<file path="src/rtl/control_unit_if.sv">
// Control bus between the sequencer and the datapath it steers.
// master: the control unit (reads IR/flags, drives every select and strobe).
// slave:  the datapath (drives IR/flags, consumes the selects).
interface control_unit_if;
    logic [15:0] IROut;
    logic [3:0]  ALUOutFlag;

    logic [2:0]  RF_OutASel;
    logic [2:0]  RF_OutBSel;
    logic [1:0]  RF_FunSel;
    logic [3:0]  RF_RSel;
    logic [3:0]  RF_TSel;
    logic [3:0]  ALU_FunSel;
    logic [1:0]  ARF_OutCSel;
    logic [1:0]  ARF_OutDSel;
    logic [1:0]  ARF_FunSel;
    logic [3:0]  ARF_RegSel;
    logic        IR_LH;
    logic        IR_Enable;
    logic [1:0]  IR_Funsel;
    logic        Mem_WR;
    logic        Mem_CS;
    logic [1:0]  MuxASel;
    logic [1:0]  MuxBSel;
    logic        MuxCSel;
    logic        Halted;
    logic [2:0]  SeqCnt;

    modport master (
        input  IROut, ALUOutFlag,
        output RF_OutASel, RF_OutBSel, RF_FunSel, RF_RSel, RF_TSel, ALU_FunSel,
               ARF_OutCSel, ARF_OutDSel, ARF_FunSel, ARF_RegSel,
               IR_LH, IR_Enable, IR_Funsel, Mem_WR, Mem_CS,
               MuxASel, MuxBSel, MuxCSel, Halted, SeqCnt
    );

    modport slave (
        output IROut, ALUOutFlag,
        input  RF_OutASel, RF_OutBSel, RF_FunSel, RF_RSel, RF_TSel, ALU_FunSel,
               ARF_OutCSel, ARF_OutDSel, ARF_FunSel, ARF_RegSel,
               IR_LH, IR_Enable, IR_Funsel, Mem_WR, Mem_CS,
               MuxASel, MuxBSel, MuxCSel, Halted, SeqCnt
    );
endinterface

</file>
<file path="src/rtl/control_unit.sv">
// Instruction sequencer: fetches a 16-bit instruction as two bytes, then
// decodes it into datapath selects for one or two execute cycles.
//
//   state    | meaning
//   ---------+-------------------------------------------------------
//   FETCH_L  | T0: read M[PC] into IR low byte, PC++
//   FETCH_H  | T1: read M[PC] into IR high byte, PC++
//   EXEC     | T2: first (often only) execute cycle of the opcode
//   EXEC2    | T3: memory access cycle of LDM / STM
//   HALT     | parked after HLT; only Reset leaves it
module control_unit (
    input  logic                 Clock,
    input  logic                 Reset,
    control_unit_if.master       bus
);
    typedef enum logic [2:0] {
        S_FETCH_L = 3'd0,
        S_FETCH_H = 3'd1,
        S_EXEC    = 3'd2,
        S_EXEC2   = 3'd3,
        S_HALT    = 3'd4
    } state_t;

    localparam logic [3:0] OP_LDI = 4'b0000;
    localparam logic [3:0] OP_LDM = 4'b0001;
    localparam logic [3:0] OP_STM = 4'b0010;
    localparam logic [3:0] OP_ADD = 4'b0100;
    localparam logic [3:0] OP_SUB = 4'b0101;
    localparam logic [3:0] OP_AND = 4'b0110;
    localparam logic [3:0] OP_OR  = 4'b0111;
    localparam logic [3:0] OP_XOR = 4'b1000;
    localparam logic [3:0] OP_BRA = 4'b1010;
    localparam logic [3:0] OP_BEQ = 4'b1011;
    localparam logic [3:0] OP_BNE = 4'b1100;
    localparam logic [3:0] OP_HLT = 4'b1111;

    localparam logic [1:0] FUN_INC  = 2'b01;
    localparam logic [1:0] FUN_LOAD = 2'b10;

    localparam logic [3:0] ARF_PC = 4'b0001;
    localparam logic [3:0] ARF_AR = 4'b0010;

    localparam logic [1:0] MUX_ALU = 2'b00;
    localparam logic [1:0] MUX_MEM = 2'b01;
    localparam logic [1:0] MUX_IMM = 2'b10;

    state_t      state;
    state_t      state_next;
    logic [3:0]  opcode;
    logic [1:0]  rd;
    logic [1:0]  rs;
    logic [3:0]  rd_onehot;
    logic        flag_z;

    assign opcode    = bus.IROut[15:12];
    assign rd        = bus.IROut[11:10];
    assign rs        = bus.IROut[9:8];
    assign rd_onehot = 4'b0001 << rd;
    assign flag_z    = bus.ALUOutFlag[3];

    // State register; reset is sampled on the clock edge and wins over everything.
    always_ff @(posedge Clock) begin
        if (!Reset) begin
            state <= S_FETCH_L;
        end else begin
            state <= state_next;
        end
    end

    // Sequencing: LDM/STM take an extra memory cycle, HLT parks the machine.
    always_comb begin
        state_next = state;
        case (state)
            S_FETCH_L: state_next = S_FETCH_H;
            S_FETCH_H: state_next = S_EXEC;
            S_EXEC: begin
                if (opcode == OP_LDM || opcode == OP_STM) begin
                    state_next = S_EXEC2;
                end else if (opcode == OP_HLT) begin
                    state_next = S_HALT;
                end else begin
                    state_next = S_FETCH_L;
                end
            end
            S_EXEC2:   state_next = S_FETCH_L;
            S_HALT:    state_next = S_HALT;
            default:   state_next = S_FETCH_L;
        endcase
    end

    // Datapath control decode; everything idles while Reset is held low.
    always_comb begin
        bus.RF_OutASel  = 3'b000;
        bus.RF_OutBSel  = 3'b000;
        bus.RF_FunSel   = 2'b00;
        bus.RF_RSel     = 4'b0000;
        bus.RF_TSel     = 4'b0000;
        bus.ALU_FunSel  = 4'b0000;
        bus.ARF_OutCSel = 2'b00;
        bus.ARF_OutDSel = 2'b00;
        bus.ARF_FunSel  = 2'b00;
        bus.ARF_RegSel  = 4'b0000;
        bus.IR_LH       = 1'b0;
        bus.IR_Enable   = 1'b0;
        bus.IR_Funsel   = 2'b00;
        bus.Mem_WR      = 1'b0;
        bus.Mem_CS      = 1'b1;
        bus.MuxASel     = 2'b00;
        bus.MuxBSel     = 2'b00;
        bus.MuxCSel     = 1'b0;
        if (Reset) begin
            case (state)
                S_FETCH_L, S_FETCH_H: begin
                    bus.Mem_CS      = 1'b0;
                    bus.ARF_OutDSel = 2'b00;
                    bus.IR_Enable   = 1'b1;
                    bus.IR_LH       = (state == S_FETCH_H);
                    bus.IR_Funsel   = FUN_LOAD;
                    bus.ARF_RegSel  = ARF_PC;
                    bus.ARF_FunSel  = FUN_INC;
                end
                S_EXEC: begin
                    case (opcode)
                        OP_LDI: begin
                            bus.MuxASel   = MUX_IMM;
                            bus.RF_FunSel = FUN_LOAD;
                            bus.RF_RSel   = rd_onehot;
                        end
                        OP_LDM, OP_STM: begin
                            bus.MuxBSel    = MUX_IMM;
                            bus.ARF_RegSel = ARF_AR;
                            bus.ARF_FunSel = FUN_LOAD;
                        end
                        OP_ADD, OP_SUB, OP_AND, OP_OR, OP_XOR: begin
                            bus.RF_OutASel = {1'b0, rd};
                            bus.RF_OutBSel = {1'b0, rs};
                            bus.MuxCSel    = 1'b0;
                            bus.MuxASel    = MUX_ALU;
                            bus.RF_FunSel  = FUN_LOAD;
                            bus.RF_RSel    = rd_onehot;
                            case (opcode)
                                OP_ADD:  bus.ALU_FunSel = 4'b0100;
                                OP_SUB:  bus.ALU_FunSel = 4'b0101;
                                OP_AND:  bus.ALU_FunSel = 4'b0111;
                                OP_OR:   bus.ALU_FunSel = 4'b1000;
                                default: bus.ALU_FunSel = 4'b1001;
                            endcase
                        end
                        OP_BRA, OP_BEQ, OP_BNE: begin
                            // Flags come straight from the ALU flag register this cycle.
                            if (opcode == OP_BRA || (opcode == OP_BEQ && flag_z)
                                    || (opcode == OP_BNE && !flag_z)) begin
                                bus.MuxBSel    = MUX_IMM;
                                bus.ARF_RegSel = ARF_PC;
                                bus.ARF_FunSel = FUN_LOAD;
                            end
                        end
                        default: ;
                    endcase
                end
                S_EXEC2: begin
                    bus.ARF_OutDSel = 2'b01;
                    bus.Mem_CS      = 1'b0;
                    if (opcode == OP_LDM) begin
                        bus.MuxASel   = MUX_MEM;
                        bus.RF_FunSel = FUN_LOAD;
                        bus.RF_RSel   = rd_onehot;
                    end else begin
                        bus.RF_OutASel = {1'b0, rd};
                        bus.MuxCSel    = 1'b0;
                        bus.ALU_FunSel = 4'b0000;
                        bus.Mem_WR     = 1'b1;
                    end
                end
                default: ;
            endcase
        end
    end

    // Status outputs track the state register only.
    always_comb begin
        bus.Halted = (state == S_HALT);
        case (state)
            S_FETCH_L: bus.SeqCnt = 3'd0;
            S_FETCH_H: bus.SeqCnt = 3'd1;
            S_EXEC:    bus.SeqCnt = 3'd2;
            S_EXEC2:   bus.SeqCnt = 3'd3;
            S_HALT:    bus.SeqCnt = 3'd2;
            default:   bus.SeqCnt = 3'd0;
        endcase
    end
endmodule
</file>
<file path="src/flat_wrapper.sv">
// flat-port wrapper written by rule: the top's interface ports become plain ports
module control_unit_flat 
  (Clock, Reset, bus_IROut, bus_ALUOutFlag, bus_RF_OutASel, bus_RF_OutBSel, bus_RF_FunSel, bus_RF_RSel, bus_RF_TSel, bus_ALU_FunSel, bus_ARF_OutCSel, bus_ARF_OutDSel, bus_ARF_FunSel, bus_ARF_RegSel, bus_IR_LH, bus_IR_Enable, bus_IR_Funsel, bus_Mem_WR, bus_Mem_CS, bus_MuxASel, bus_MuxBSel, bus_MuxCSel, bus_Halted, bus_SeqCnt);
  control_unit_if bus_i ();
  input  logic Clock;
  input  logic Reset;
  input wire logic [$bits(bus_i.IROut)-1:0] bus_IROut;
  input wire logic [$bits(bus_i.ALUOutFlag)-1:0] bus_ALUOutFlag;
  output wire logic [$bits(bus_i.RF_OutASel)-1:0] bus_RF_OutASel;
  output wire logic [$bits(bus_i.RF_OutBSel)-1:0] bus_RF_OutBSel;
  output wire logic [$bits(bus_i.RF_FunSel)-1:0] bus_RF_FunSel;
  output wire logic [$bits(bus_i.RF_RSel)-1:0] bus_RF_RSel;
  output wire logic [$bits(bus_i.RF_TSel)-1:0] bus_RF_TSel;
  output wire logic [$bits(bus_i.ALU_FunSel)-1:0] bus_ALU_FunSel;
  output wire logic [$bits(bus_i.ARF_OutCSel)-1:0] bus_ARF_OutCSel;
  output wire logic [$bits(bus_i.ARF_OutDSel)-1:0] bus_ARF_OutDSel;
  output wire logic [$bits(bus_i.ARF_FunSel)-1:0] bus_ARF_FunSel;
  output wire logic [$bits(bus_i.ARF_RegSel)-1:0] bus_ARF_RegSel;
  output wire logic [$bits(bus_i.IR_LH)-1:0] bus_IR_LH;
  output wire logic [$bits(bus_i.IR_Enable)-1:0] bus_IR_Enable;
  output wire logic [$bits(bus_i.IR_Funsel)-1:0] bus_IR_Funsel;
  output wire logic [$bits(bus_i.Mem_WR)-1:0] bus_Mem_WR;
  output wire logic [$bits(bus_i.Mem_CS)-1:0] bus_Mem_CS;
  output wire logic [$bits(bus_i.MuxASel)-1:0] bus_MuxASel;
  output wire logic [$bits(bus_i.MuxBSel)-1:0] bus_MuxBSel;
  output wire logic [$bits(bus_i.MuxCSel)-1:0] bus_MuxCSel;
  output wire logic [$bits(bus_i.Halted)-1:0] bus_Halted;
  output wire logic [$bits(bus_i.SeqCnt)-1:0] bus_SeqCnt;
  assign bus_i.IROut = bus_IROut;
  assign bus_i.ALUOutFlag = bus_ALUOutFlag;
  assign bus_RF_OutASel = bus_i.RF_OutASel;
  assign bus_RF_OutBSel = bus_i.RF_OutBSel;
  assign bus_RF_FunSel = bus_i.RF_FunSel;
  assign bus_RF_RSel = bus_i.RF_RSel;
  assign bus_RF_TSel = bus_i.RF_TSel;
  assign bus_ALU_FunSel = bus_i.ALU_FunSel;
  assign bus_ARF_OutCSel = bus_i.ARF_OutCSel;
  assign bus_ARF_OutDSel = bus_i.ARF_OutDSel;
  assign bus_ARF_FunSel = bus_i.ARF_FunSel;
  assign bus_ARF_RegSel = bus_i.ARF_RegSel;
  assign bus_IR_LH = bus_i.IR_LH;
  assign bus_IR_Enable = bus_i.IR_Enable;
  assign bus_IR_Funsel = bus_i.IR_Funsel;
  assign bus_Mem_WR = bus_i.Mem_WR;
  assign bus_Mem_CS = bus_i.Mem_CS;
  assign bus_MuxASel = bus_i.MuxASel;
  assign bus_MuxBSel = bus_i.MuxBSel;
  assign bus_MuxCSel = bus_i.MuxCSel;
  assign bus_Halted = bus_i.Halted;
  assign bus_SeqCnt = bus_i.SeqCnt;
  control_unit u_core (.Clock(Clock), .Reset(Reset), .bus(bus_i));
endmodule
</file>
<file path="config.mk">
export PLATFORM = sky130hd
export DESIGN_NAME = control_unit_flat
export DESIGN_NICKNAME = d
export VERILOG_FILES = /design/src/rtl/control_unit_if.sv /design/src/rtl/control_unit.sv /design/src/flat_wrapper.sv
export SDC_FILE = /design/constraint.sdc
export NUM_CORES = 1
export LEC_CHECK = 0
export CORE_AREA = 2 2 53 55
export CTS_CLUSTER_DIAMETER = 120
export DETAILED_ROUTE_END_ITERATION = 10
export DIE_AREA = 0 0 55 57
export PLACE_DENSITY = 0.82
export SLEW_MARGIN = 5
export SYNTH_ARGS = -nofsm -noshare
export SYNTH_HDL_FRONTEND = slang
export SYNTH_SLANG_ARGS = --single-unit
</file>
<file path="constraint.sdc">
create_clock -name Clock -period 3.3 [get_ports Clock]
set_input_delay 0.33 -clock Clock [delete_from_list [all_inputs] [get_ports Clock]]
set_output_delay 0.33 -clock Clock [all_outputs]
set_load 0.03 [all_outputs]
</file>
==> flow_metrics.env <==
export IMPL_synth_top_area_share_pct=18.7
export IMPL_reg_top3="u_core.state x3"
export IMPL_fin_crit_ps=2880
export IMPL_ant_nets=0
export IMPL_start_util_pct=27.7
export IMPL_rsz0062_at_grt="false"
export IMPL_hp_class="reg -> reg"
export IMPL_drv_slew=0
export IMPL_grt_max_degree=12
export IMPL_holdWs_ps=572
export IMPL_clkLatencyLatePin_ps=230
export IMPL_postSynthCellCount=97
export IMPL_grt_ovfl_total=0
export IMPL_cp_num_buf_inv=2
export IMPL_clkTransAtPathRegs_ps=40
export IMPL_place_gp_congestion=0.805
export IMPL_min_to="u_core.state[0]"
export IMPL_worstRegToRegCells=2
export IMPL_largest_reg_flops=3
export IMPL_htreeDepth=1
export IMPL_via_per_inst=4.63
export IMPL_path_delay_family="buffers and inverters"
export IMPL_area_growth_pct=49.7
export IMPL_ys_ff_latch=3
export IMPL_cts_sinks=3
export IMPL_post_cts_buffers=0
export IMPL_antenna_found_initial=0
export IMPL_hold_viol_final=0
export IMPL_worstHoldPathCells=1
export IMPL_die_area_mm2=0.00314
export IMPL_placementRows=19
export IMPL_r2r_end="u_core.state[2]"
export IMPL_crit_path_max_incr_delay_ps=740
export IMPL_firstDrtPassIters=5
export IMPL_p_leak_nw=0.431
export IMPL_routedWlPerCell_um=10.6
export IMPL_synth_edff_count=0
export IMPL_drc=0
export IMPL_nFillCells=267
export IMPL_die_x_um=55
export IMPL_regMostFlops="u_core.state"
export IMPL_gr_usage_all_layers_pct=11.5
export IMPL_crit_chain="clkdlybuf4s50_1 > nor2b_1 > o21ai_2 > a211oi_2 > clkdlybuf4s50_1"
export IMPL_dp_hpwl_mm=1.42
export IMPL_via_count=768
export IMPL_end_kind="output pin"
export IMPL_synth_area_leaders="buf_4 19%, dfxtp_1 8.3%, a21oi_1 5.5%, nand2b_1 5.2%, and3_1 3.5%"
export IMPL_hp_start="u_core.state[2]"
export IMPL_grt_pass1_wl_mm=2.90
export IMPL_crit_path_start_kind="input port"
export IMPL_critical_path_class="in -> out"
export IMPL_ir_drop_v=0.000125
export IMPL_cts_root_buf="clkbuf_4"
export IMPL_fin_nets=158
export IMPL_combPwrFrac_pct=53.9
export IMPL_cts_hold_buffers_added=0
export IMPL_maxCapViolCount=0
export IMPL_die_h_um=57
export IMPL_p_sw_uw=101
export IMPL_synth_ff_type="dfxtp_1"
export IMPL_numPortBuffers=39
export IMPL_path_max_fanout=11
export IMPL_r2r_start="u_core.state[0]"
export IMPL_ys_seq_area_share_pct=8.30
export IMPL_ctsResizeCount=0
export IMPL_yosysUniqueCellTypes=42
export IMPL_clockBufferDepth=2
export IMPL_avgSynthCellArea_um2=7.46
export IMPL_drive_gt1_share_pct=11.9
export IMPL_antennaDiodeCount=0
export IMPL_synthArstFlopShare_pct=0
export IMPL_ioPinCount=67
export IMPL_setup_viol=0
export IMPL_cpMostUsedCell="clkdlybuf4s50_1"
export IMPL_crit_path_top_delay_cell="clkdlybuf4s50_1"
export IMPL_intPower_uw=131
export IMPL_first_iter_violations=13
export IMPL_ff2ff_setup_slack_ps=2140
export IMPL_fp_coreArea_mm2=0.00262
export IMPL_fin_crit_sh_pct=87.2
export IMPL_synth_largest_area_cell="buf_4"
export IMPL_cts_tree="done"
export IMPL_fmax_ghz=0.348
export IMPL_pwr_share_seq_pct=18.7
export IMPL_setup_tns_ps=0
export IMPL_grt_pass1_vias=684
export IMPL_pwr_density_cell_mw_per_mm2=215
export IMPL_clkPwrFrac_pct=27.5
export IMPL_switching_share_pct=43.7
export IMPL_cts_inserted_buffers=3
export IMPL_outcome="finished, final reports clean"
export IMPL_yosys_warnings=0
export IMPL_netlist_area_um2=723
export IMPL_seq_area_um2=60.1
export IMPL_worstPathRequired_ps=2970
export IMPL_multi_input_area_um2=533
export IMPL_critPathArrivalTime_ps=2550
export IMPL_routed_wl_mm=1.76
export IMPL_clock_skew_ps=1.62
==> power by group through the flow <==
| stage | registers, mW | logic [mW] | clock network, mW |
|---|---|---|---|
| after floorplan | 0.0408 | 0.105 | 0 |
| after global placement | 0.0437 | 0.123 | 0 |
| after detailed placement | 0.0440 | 0.125 | 0 |
| after CTS | 0.0434 | 0.125 | 0.0653 |
| after global routing | 0.0445 | 0.134 | 0.0702 |
| final | 0.0434 | 0.125 | 0.0638 |
==> synth_stat cells, types with 2 or more instances <==
| cell | number |
|---|---|
| inv_1 | 5 |
| nand3_1 | 3 |
| nand2b_1 | 6 |
| buf_6 | 2 |
| nor2b_1 | 3 |
| buf_2 | 2 |
| and3_1 | 4 |
| dfxtp_1 | 3 |
| buf_4 | 18 |
| nor3b_1 | 2 |
| nor2_1 | 5 |
| a21oi_1 | 8 |
| o21ai_0 | 2 |
| nand2_1 | 5 |
| o21a_1 | 2 |
==> through the flow <==
step / instance area, um^2 / std cells / setup slack (ps) / util [%] / total power, mW
floorplan: 779 / 112 / 1350 / - / 0.145
global placement: 1060 / 162 / 466 / 40.4 / 0.167
detailed placement: 1060 / 162 / 430 / 40.4 / 0.169
CTS: 1080 / 166 / 423 / 41.4 / 0.234
global route: 1080 / 166 / 287 / 41.4 / 0.249
finish: 1080 / 166 / 423 / 41.4 / 0.232
==> worst reg2reg max path: cells and delay by family (launching register included) <==
kind | cells | cell delay (ps)
flip-flops | 1 | 460
AND/OR/NAND/NOR | 1 | 330
AO/OA/AOI/OAI | 1 | 260
==> cells in the final DEF (no fill, tap or decap), types with 2 or more instances in the layout <==
cell,instances
nor2b_1,3
o21ai_0,2
nand2_1,5
dfxtp_1,3
clkbuf_4,3
inv_1,5
buf_4,2
conb_1,16
clkdlybuf4s50_1,39
nand2b_1,6
nor2_1,5
a21oi_1,8
and3_1,4
nor3b_1,2
o21a_1,2
nand3_1,3
==> cells by family after synthesis <==
group	count (synthesis)	synth area share [%]
buffers and inverters	27	25.8
AND/OR/NAND/NOR	44	43.8
flip-flops	3	8.30
AO/OA/AOI/OAI	22	21.6
other	1	0.519
==> worst max path at each step <==
stage,startpoint,end,slack (ps),cells after the start
3_5_place_dp,bus_IROut[14],bus_RF_RSel[0],430,5
4_1_cts,bus_IROut[14],bus_RF_RSel[0],420,5
6_report,bus_IROut[14],bus_RF_RSel[0],420,5
2_1_floorplan,u_core.state[1],bus_IR_LH,1350,2
5_1_grt,bus_IROut[14],bus_RF_RSel[0],290,5
3_3_place_gp,bus_IROut[15],bus_RF_OutASel[1],470,5
==> routing by layer <==
layer,up-vias,routed length [um],track usage (%)
met3,0,152,1.31
met4,0,0,2.09
met2,38,824,19.2
li1,385,-,-
met5,-,0,0
met1,345,787,15.9
==> cell type report <==
type / instances / share of cell area (%)
well taps: 31 / 3.58
flip-flops and latches: 3 / 5.55
clock buffers: 4 / 2.43
repair buffers: 41 / 37.5
inverters: 5 / 1.73
multi-input cells: 82 / 49.2
Note: power is estimated with default switching activity, not from simulation.
